[src/rtl/rvm_mem_arbiter.sv]
// Two-port memory bus arbiter: instruction fetch and load/store share one bus, with
// one outstanding transaction, round-robin on ties, and held per-port response data.
module rvm_mem_arbiter #(
  parameter int unsigned ADDR_W = 32,
  parameter int unsigned DATA_W = 32
) (
  input  logic                clk,
  input  logic                reset,
  // Instruction fetch port
  input  logic                i_req,
  input  logic [ADDR_W-1:0]   i_addr,
  output logic                i_gnt,
  output logic                i_rsp,
  output logic [DATA_W-1:0]   i_rdata,
  output logic                i_error,
  // Load/store data port
  input  logic                d_req,
  input  logic                d_wen,
  input  logic [DATA_W/8-1:0] d_strb,
  input  logic [ADDR_W-1:0]   d_addr,
  input  logic [DATA_W-1:0]   d_wdata,
  output logic                d_gnt,
  output logic                d_rsp,
  output logic [DATA_W-1:0]   d_rdata,
  output logic                d_error,
  // Memory bus
  output logic                m_req,
  output logic                m_wen,
  output logic [DATA_W/8-1:0] m_strb,
  output logic [ADDR_W-1:0]   m_addr,
  output logic [DATA_W-1:0]   m_wdata,
  input  logic                m_gnt,
  input  logic                m_rsp,
  input  logic [DATA_W-1:0]   m_rdata,
  input  logic                m_error,
  output logic                busy
);

  localparam int unsigned StrbW = DATA_W / 8;

  typedef enum logic [1:0] {
    StIdle,
    StReq,
    StWait
  } state_e;

  state_e              state_q, state_d;
  logic                owner_q, owner_d;  // 0 = fetch, 1 = data
  logic                last_q, last_d;    // port most recently granted
  logic                m_wen_q, m_wen_d;
  logic [StrbW-1:0]    m_strb_q, m_strb_d;
  logic [ADDR_W-1:0]   m_addr_q, m_addr_d;
  logic [DATA_W-1:0]   m_wdata_q, m_wdata_d;
  logic [DATA_W-1:0]   i_rdata_q, i_rdata_d;
  logic                i_error_q, i_error_d;
  logic [DATA_W-1:0]   d_rdata_q, d_rdata_d;
  logic                d_error_q, d_error_d;

  logic idle;
  logic gnt_fetch;
  logic gnt_data;
  logic complete;

  // On a tie the port that was not granted last wins.
  assign idle      = (state_q == StIdle);
  assign gnt_fetch = idle & i_req & (~d_req | last_q);
  assign gnt_data  = idle & d_req & (~i_req | ~last_q);
  assign complete  = ((state_q == StReq) & m_gnt & m_rsp) | ((state_q == StWait) & m_rsp);

  always_comb begin
    state_d   = state_q;
    owner_d   = owner_q;
    last_d    = last_q;
    m_wen_d   = m_wen_q;
    m_strb_d  = m_strb_q;
    m_addr_d  = m_addr_q;
    m_wdata_d = m_wdata_q;
    i_rdata_d = i_rdata_q;
    i_error_d = i_error_q;
    d_rdata_d = d_rdata_q;
    d_error_d = d_error_q;

    unique case (state_q)
      StIdle: begin
        if (gnt_fetch || gnt_data) begin
          state_d = StReq;
          owner_d = gnt_data;
          last_d  = gnt_data;
          if (gnt_data) begin
            m_wen_d   = d_wen;
            m_strb_d  = d_strb;
            m_addr_d  = d_addr;
            m_wdata_d = d_wdata;
          end else begin
            m_wen_d   = 1'b0;
            m_strb_d  = '1;
            m_addr_d  = i_addr;
            m_wdata_d = '0;
          end
        end
      end
      StReq: begin
        if (m_gnt) begin
          state_d = m_rsp ? StIdle : StWait;
        end
      end
      StWait: begin
        if (m_rsp) begin
          state_d = StIdle;
        end
      end
      default: state_d = StIdle;
    endcase

    // Only the owning port captures the response; the other keeps its last result.
    if (complete) begin
      if (owner_q) begin
        d_rdata_d = m_rdata;
        d_error_d = m_error;
      end else begin
        i_rdata_d = m_rdata;
        i_error_d = m_error;
      end
    end
  end

  always_ff @(posedge clk or posedge reset) begin
    if (reset) begin
      state_q   <= StIdle;
      owner_q   <= 1'b0;
      last_q    <= 1'b1;
      m_wen_q   <= 1'b0;
      m_strb_q  <= '0;
      m_addr_q  <= '0;
      m_wdata_q <= '0;
      i_rdata_q <= '0;
      i_error_q <= 1'b0;
      d_rdata_q <= '0;
      d_error_q <= 1'b0;
    end else begin
      state_q   <= state_d;
      owner_q   <= owner_d;
      last_q    <= last_d;
      m_wen_q   <= m_wen_d;
      m_strb_q  <= m_strb_d;
      m_addr_q  <= m_addr_d;
      m_wdata_q <= m_wdata_d;
      i_rdata_q <= i_rdata_d;
      i_error_q <= i_error_d;
      d_rdata_q <= d_rdata_d;
      d_error_q <= d_error_d;
    end
  end

  assign i_gnt   = gnt_fetch;
  assign d_gnt   = gnt_data;
  assign i_rsp   = complete & ~owner_q;
  assign d_rsp   = complete & owner_q;
  assign i_rdata = i_rdata_q;
  assign i_error = i_error_q;
  assign d_rdata = d_rdata_q;
  assign d_error = d_error_q;

  assign m_req   = (state_q == StReq);
  assign busy    = (state_q != StIdle);
  assign m_wen   = m_wen_q;
  assign m_strb  = m_strb_q;
  assign m_addr  = m_addr_q;
  assign m_wdata = m_wdata_q;

endmodule

[config.mk]
export PLATFORM = sky130hd
export DESIGN_NAME = rvm_mem_arbiter
export DESIGN_NICKNAME = d
export VERILOG_FILES = /design/src/rtl/rvm_mem_arbiter.sv
export SDC_FILE = /design/constraint.sdc
export NUM_CORES = 1
export LEC_CHECK = 0
export ABC_AREA = 1
export CAP_MARGIN = 20
export CELL_PAD_IN_SITES_DETAIL_PLACEMENT = 0
export CELL_PAD_IN_SITES_GLOBAL_PLACEMENT = 1
export CORE_MARGIN = 2
export CORE_UTILIZATION = 32
export CTS_CLUSTER_DIAMETER = 200
export CTS_CLUSTER_SIZE = 40
export DETAILED_ROUTE_END_ITERATION = 16
export GPL_TIMING_DRIVEN = 0
export PLACE_DENSITY = 0.95
export SLEW_MARGIN = 20
export SYNTH_ARGS = -nofsm -noshare
export SYNTH_HDL_FRONTEND = slang
export SYNTH_SLANG_ARGS = --single-unit
[constraint.sdc]
create_clock -name clk -period 9.9 [get_ports clk]
set_input_delay 1.98 -clock clk [delete_from_list [all_inputs] [get_ports clk]]
set_output_delay 1.98 -clock clk [all_outputs]
set_load 0.01 [all_outputs]
==> results.yml, run 1 <==
run_status:
  status: "finished, final reports clean"
die:
  die_w_um: 143.1
  placementRows: 50
  die_y_um: 143.1
  dieArea_sq_um: 20460
  start_util: 0.3286
  ios: 281
  core_sq_um: 18830
clock_tree:
  post-cts-setup-buffer-count: 0
  cts_tree: "done"
  numCtsBuffers: 17
  cts.sinks: 139
  clkTransAtPathRegs_ps: 60
  root_buffer: "clkbuf_16"
  htreeDepth: 4
  cts_resized: 0
  cts_hold_buf: 0
  clk_latency_ps: 410
  cts_buffer_depth: 2
layout:
  fin_area_sq_um: 9928
  finalNetCount: 1204
  area_growth_pct: 60.47
  seqCellArea_sq_um: 3480
  antennaDiodeCount: 0
  fillerInstances: 1802
  multi_input_area_sq_um: 2165
  final_layout_size_suffix_gt1_frac: 0.06128
setup_path:
  critPathLaunchType: "input port"
  r2r_slack_ps: 8060
  cp_max_fo: 10
  crit_start: "i_req"
  cp.arrival_ps: 4030
  crit_required_ps: 7920
  r2r-end: "m_addr[1]"
  timing.rr.start: "state_q[0]"
  cp-end-kind: "output port"
  rr_worst_depth: 8
  crit_type: "in2out"
sta:
  finalCritPeriodShare: 0.6066
  relSlewSlack: 0.6336
  rsz0062_at_grt: "false"
  whs_ps: 466.7
  worstMarginPinSlew_ps: 549.6
  max_freq_mhz: 166.5
  hold_violations: 0
  report.final.slew_viol_count: 0
  layout_min_cycle_time_ps: 6006
  fin_setup_tns_ps: 0
  skew_ps: 7.472
  finalSetupViolCount: 0
global_route:
  gr-total-overflow: 0
  grt_pass1_vias: 6281
  grt_pass1_wl_um: 32190
  grt_use_total: 0.2010
  grt_max_degree: 96
  grt_antenna_before_repair: 0
synth:
  ys_ff_latch: 139
  syn_area_per_cell_sq_um: 8.077
  syn_area_sq_um: 6187
  synth_cells: 766
  yosysUniqueCellTypes: 16
  ys_seq_area_frac: 0.5624
  yosysWarningCount: 0
  syn_nets: 906
power_and_ir_drop:
  p_int_mw: 1.873
  powerDensity_nw_per_um2: 305.6
  p_clk_frac: 0.214
  p_sw_frac: 0.3825
  p_seq_frac: 0.318
  p_comb_frac: 0.469
  p_switching_mw: 1.160
  p_leak_nw: 4.970
  vdd_drop_max_mv: 0.1240
route:
  avgViaCountPerCell: 4.677
  ant_nets: 0
  wl_um: 20360
  remaining_drc_errors: 0
  num_vias: 6253
  firstDrtPassIters: 5
  post_drt_wl_per_cell_um: 15.22
  drt-initial-drc-count: 388
placement:
  gp_congestion: 0.8499
  dpl.hpwl_um: 15150
  placed_cell_area_sq_um: 9330
  portBuffers: 278
min_path:
  hold_end: "m_wdata[10]"
  hold_path.class: "reg2reg"
  hold_path.startpoint: "m_wdata[10]"
  min_path_cells: 2
flow_run:
  cap_violations: 0
[critical path, stage by stage]
cell and delay, ps:
clkdlybuf4s50_1 440, nand2_1 230, nand3_2 160, clkinv_1 190
clkbuf_1 380, clkdlybuf4s50_1 630
[cell usage after synthesis (all sizes together)]
cell | count | share of area
o21ai | 2 | 0.0016
clkinv | 2 | 0.0012
nand2 | 338 | 0.21
nand3 | 41 | 0.034
dfstp | 1 | 0.0042
clkbuf | 28 | 0.017
nor2 | 14 | 0.0097
nand4 | 98 | 0.099
buf | 27 | 0.023
dfrtp | 138 | 0.56
inv | 77 | 0.047
[state kept, by name (all words and copies together) (netlist names)]
register	cells
state_q	2
m_strb	4
m_addr	32
i_rdata	32
last_q	1
m_wdata	32
d_error	1
d_rdata	32
i_error	1
m_wen	1
owner_q	1
[metrics by stage]
step	util	setup slack [ps]	std cells	power (mW)
3_5_place_dp	0.4955	3915	1305	2.399
5_1_grt	0.5272	3757	1337	3.251
4_1_cts	0.5272	3902	1337	3.064
3_3_place_gp	0.4936	2048	1304	2.374
6_report	0.5272	3894	1337	3.034
2_1_floorplan	-	4197	766	1.617
[metal layers]
metal,track usage,wire length [um]
met4,0.07452,428
met3,0.06003,1869
met5,0,0
met2,0.3264,9621
met1,0.2532,8436
[kinds of logic (layout without fill, tap and decap cells)]
| logic type | count (synthesis) | in the layout | share of synthesized area |
|---|---|---|---|
| AOI/OAI and AO/OA | 2 | 2 | 0.001618 |
| buffers and inverters | 134 | 445 | 0.08776 |
| DFF | 139 | 139 | 0.5624 |
| and+or+nand+nor | 491 | 491 | 0.3482 |
[worst max-delay path by stage]
stage          cells past startpoint    endpoint  slack, ps
6_report                           6       d_gnt       3890
5_1_grt                            6       d_gnt       3760
4_1_cts                            6       d_gnt       3900
3_5_place_dp                       6       d_gnt       3910
3_3_place_gp                       2  m_addr[19]       2050
2_1_floorplan                      1     d_error       4200
[placed cells by master (no fill, tap or decap), types with 2 or more instances in the layout]
cell             netlist  routed
clkdlybuf4s50_1        0     278
nand3_1               40      40
nor2_1                13      13
clkinvlp_4             0       2
bufinv_16              0       2
buf_2                 26      26
clkinv_1               2       2
clkbuf_1              28      28
o21ai_0                2       2
inv_6                  0       5
nand2_1              337     337
dfrtp_1              138     138
inv_1                 76      75
nand4_1               98      98
clkbuf_16              0      17
clkinv_4               0       4
[power groups by stage]
stage                     logic (mW)  registers [mW]  clock network, mW
final                           1.42           0.964              0.648
after global routing            1.57           0.994              0.691
after CTS                       1.43           0.965              0.664
after detailed placement        1.43           0.970                  0
after global placement          1.41           0.964                  0
after floorplan                0.546            1.07                  0
[area by class of cell]
class	instances	share of cell area
Timing Repair Buffer	279	0.2831
Sequential cell	139	0.3505
Buffer	55	0.02483
Multi-Input combinational cell	493	0.2180
Clock buffer	18	0.04423
Clock inverter	14	0.01601
Inverter	79	0.03062
Tap cell	260	0.03277
No activity file was read; power rests on OpenSTA's default activity.
==> run 2, diff against run 1 <==
- CORE_UTILIZATION: 32 -> 26
- PLACE_DENSITY: 0.95 -> 0.86
- clock period: 9.9 -> 5.2 ns (I/O delays scaled with it)
==> run 2 against run 1 <==
Hold slack lost 0.81 ps; final cell count grew 4.3%; utilization shrank 10 points; wire length grew 5.9%; power grew 90%; cell area grew 0.50%; critical path depth is the same; sequential power grew 91%; setup slack lost 2800 ps; register-to-register slack lost 4700 ps; sequential cell count is the same; critical endpoint unchanged; largest cell class unchanged; highest routed layer unchanged.
==> results.yml, run 2 (same netlist as run 1, synthesis figures left out) <==
run_status:
  status: "finished, final reports clean"
sta:
  finalCritPeriodShare: 0.7949
  whs_ps: 465.9
  skew_ps: 9.951
  hold_violations: 0
  relSlewSlack: 0.6025
  report.final.slew_viol_count: 0
  rsz0062_at_grt: "false"
  layout_min_cycle_time_ps: 4133
  max_freq_mhz: 241.9
  finalSetupViolCount: 0
  worstMarginPinSlew_ps: 596.3
route:
  wl_um: 21560
  post_drt_wl_per_cell_um: 15.45
  drt-initial-drc-count: 330
  ant_nets: 0
  firstDrtPassIters: 5
  num_vias: 6176
  avgViaCountPerCell: 4.427
  remaining_drc_errors: 0
layout:
  final_cell_mix: "nand2_1 (337), clkdlybuf4s50_1 (278), dfrtp_1 (138)"
  area_growth_pct: 61.27
  antennaDiodeCount: 0
  mostFrequentLayoutCell: "nand2_1"
  final_layout_size_suffix_gt1_frac: 0.06041
  finalNetCount: 1204
  fin_area_sq_um: 9978
power_and_ir_drop:
  p_int_mw: 3.542
  p_switching_mw: 2.219
  p_sw_frac: 0.3852
  p_comb_frac: 0.472
  p_leak_nw: 4.953
  powerDensity_nw_per_um2: 577.4
  vdd_drop_max_mv: 0.2169
  p_clk_frac: 0.210
  p_seq_frac: 0.319
  power_mw: 5.761
global_route:
  grt_antenna_before_repair: 0
  grt_pass1_wl_um: 33260
  grt_max_degree: 99
  grt_use_total: 0.1730
  gr-total-overflow: 0
  grt_pass1_vias: 6138
die:
  die_w_um: 158.3
  placementRows: 56
  core_sq_um: 23400
  ios: 281
  start_util: 0.2644
  die_y_um: 158.3
  dieArea_sq_um: 25050
placement:
  placed_cell_area_sq_um: 9404
  dpl.hpwl_um: 15830
  gp_congestion: 0.8130
  portBuffers: 278
clock_tree:
  cts_resized: 0
  cts_tree: "done"
  cts.sinks: 139
  post-cts-setup-buffer-count: 0
  cts_hold_buf: 0
  clk_latency_ps: 420
  numCtsBuffers: 17
  cts_buffer_depth: 2
  clkTransAtPathRegs_ps: 60
  htreeDepth: 4
  root_buffer: "clkbuf_16"
setup_path:
  critPathLaunchType: "input port"
  cp.arrival_ps: 3090
  crit_type: "in2out"
  crit_required_ps: 4160
  cp_max_fo: 10
  cp-end-kind: "output port"
flow_run:
  cap_violations: 0
min_path:
  hold_path.class: "reg2reg"
run 2: stage by stage:
| step | setup TNS, ps | setup WS [ps] | instances | utilization |
|---|---|---|---|---|
| after global placement | -258960 | -1883 | 1363 | 0.4003 |
| after CTS | 0 | 1005 | 1395 | 0.4264 |
| after global routing | 0 | 917.9 | 1395 | 0.4264 |
| after floorplan | 0 | 437.1 | 766 | - |
| after detailed placement | 0 | 1022 | 1364 | 0.4018 |
| final | 0 | 1067 | 1395 | 0.4264 |
run 2: layout make-up:
cell class              instances  area (sq um)
multi-input cells             493          2165
fillers                      2402         13420
clock inverters                14         148.9
flip-flops and latches        139          3480
plain buffers                  55         246.5
inverters                      79         304.0
clock buffers                  17         425.4
well taps                     319         399.1
repair buffers                279          2810
run 2: power groups by stage:
stage               clock (mW)  combinational [mW]  sequential [mW]
CTS                       1.24                2.76             1.84
finish                    1.21                2.72             1.84
floorplan                    0                1.04             2.04
detailed placement           0                2.75             1.84
global route              1.29                3.01             1.89
global placement             0                2.73             1.84
run 2: critical path: stages:
cell and delay, ps:
clkdlybuf4s50_1 450, nand2_1 250, nand3_2 150, clkinv_1 200
clkbuf_1 370, clkdlybuf4s50_1 620
run 2: final timing paths:
path	from	endpoint	slack, ps	cells after the start
worst max-delay path	i_req	d_gnt	1070	6
worst min-delay path	m_wen	m_wen	470	2
worst max register to register	state_q[0]	m_wdata[6]	3390	6
worst min register to register	m_wen	m_wen	470	2
max in group asynchronous	reset	i_rdata[30]	3330	3
min in group asynchronous	reset	m_wdata[17]	1000	2
run 2: metal layers:
layer,part of all wire,track usage,vias to the layer above,wire length [um]
met4,0.014,0.05320,0,295
met2,0.46,0.2727,245,9870
met1,0.44,0.2217,2879,9479
met5,0,0,-,0
li1,-,-,3036,-
met3,0.089,0.06369,16,1911
==> run 3, diff against run 2 <==
- CORE_UTILIZATION: 26 -> 29
- PLACE_DENSITY: 0.86 -> 0.9
- clock period: 5.2 -> 3.9 ns (I/O delays scaled with it)
==> run 3 against run 2 <==
Final cell count decreased by 2.9%; largest cell class unchanged; count of clock-buffer cells in the layout increased by 1; power is 35% higher; sequential cell count unchanged; register-to-register slack got worse by 1400 ps; sequential power increased by 33%; critical endpoint unchanged.
==> results.yml, run 3 (same netlist as run 1, synthesis figures left out) <==
clock_tree:
  clk_latency_ps: 410
  numCtsBuffers: 17
  cts_hold_buf: 0
  htreeDepth: 4
  root_buffer: "clkbuf_16"
  cts.sinks: 139
  cts_buffer_depth: 2
  post-cts-setup-buffer-count: 0
  cts_tree: "done"
  cts_resized: 0
  clkTransAtPathRegs_ps: 60
route:
  ant_nets: 0
  remaining_drc_errors: 0
  firstDrtPassIters: 4
  post_drt_wl_per_cell_um: 15.41
  avgViaCountPerCell: 4.607
  wl_um: 20880
  num_vias: 6243
  drt-initial-drc-count: 303
setup_path:
  critPathLaunchType: "input port"
  crit_type: "in2out"
  cp_max_fo: 10
  cp-end-kind: "output port"
  crit_required_ps: 3120
  cp.arrival_ps: 2850
global_route:
  grt_pass1_vias: 6227
  grt_pass1_wl_um: 33320
  grt_max_degree: 34
  gr-total-overflow: 0
  grt_use_total: 0.1905
  grt_antenna_before_repair: 0
die:
  ios: 281
  die_w_um: 150.1
  placementRows: 53
  core_sq_um: 20960
  die_y_um: 150.1
  dieArea_sq_um: 22520
  start_util: 0.2953
layout:
  fin_area_sq_um: 10020
  stdcell_count: 1355
  utilization: 0.4782
  final_layout_size_suffix_gt1_frac: 0.06389
  fillerInstances: 2057
  area_growth_pct: 61.96
  mostFrequentLayoutCell: "nand2_1"
  antennaDiodeCount: 0
  finalNetCount: 1207
  final_cell_mix: "nand2_1 (337), clkdlybuf4s50_1 (278), dfrtp_1 (138)"
sta:
  hold_violations: 0
  rsz0062_at_grt: "false"
  layout_min_cycle_time_ps: 3633
  report.final.slew_viol_count: 0
  relSlewSlack: 0.6054
  finalCritPeriodShare: 0.9315
  worstMarginPinSlew_ps: 590.6
  finalSetupViolCount: 0
  max_freq_mhz: 275.3
  fin_setup_tns_ps: 0
  skew_ps: 7.122
run_status:
  status: "finished, final reports clean"
placement:
  dpl.hpwl_um: 15740
  gp_congestion: 0.8479
  portBuffers: 278
  dp_cells: 1323
  placed_cell_area_sq_um: 9398
power_and_ir_drop:
  powerDensity_nw_per_um2: 778.3
  p_leak_nw: 5.005
  vdd_drop_max_mv: 0.3116
min_path:
  hold_path.class: "reg2reg"
flow_run:
  cap_violations: 0
-- run 3: cell count changes in the layout (fill, tap and decap cells not counted), moves of 2 or more --
cell        change
buf_12          +4
inv_6           +4
clkinv_2        -2
clkinvlp_4      -2
-- run 3: metal layers --
metal | track usage | wire length [um] | vias to the layer above
met5 | 0 | 0 | -
met4 | 0.06321 | 402 | 0
met3 | 0.06250 | 1958 | 29
met2 | 0.3053 | 9641 | 250
met1 | 0.2427 | 8881 | 2924
li1 | - | - | 3040
-- run 3: worst max-delay path: stages --
cell	delay, ps
clkdlybuf4s50_1	440
nand2_1	270
nand3_2	170
clkinv_1	190
clkbuf_1	380
clkdlybuf4s50_1	620
-- run 3: final cells by class --
cell class                 instances  area (sq um)  share of cell area
sequential                       139          3480              0.3472
tap                              275         344.1             0.03434
buffer                            55         246.5             0.02460
clock buffer                      18         439.2             0.04383
clock inverter                    14         183.9             0.01835
timing repair buffer             282          2863              0.2857
inverter                          79         300.3             0.02997
multi-input combinational        493          2165              0.2160
-- run 3: path summary, 6_finish.rpt --
kind                            slack (ps)         from  depth (start not counted)          end
worst min-delay path                   470  m_wdata[29]                          2  m_wdata[29]
worst min register to register         470  m_wdata[29]                          2  m_wdata[29]
max in group asynchronous             2330        reset                          4  m_wdata[13]
min in group asynchronous              770        reset                          2    m_addr[5]
worst max-delay path                   270        i_req                          6        d_gnt
worst max register to register        2040       last_q                          8    m_addr[3]
-- run 3: metrics by stage --
step	power, mW	setup WS [ps]	hold WS (ps)
final	7.799	267.3	467.3
after global routing	8.374	119.4	489.3
after CTS	7.897	217.0	472.5
after detailed placement	6.135	244.0	457.2
after global placement	6.059	37.86	453.4
after floorplan	4.106	1386	481.5
-- run 3: where the power goes --
group | switching [mW] | total (mW) | internal [mW]
clock | 0.683 | 1.72 | 1.04
sequential | 0.364 | 2.45 | 2.09
combinational | 1.92 | 3.62 | 1.70
total | 2.97 | 7.80 | 4.83
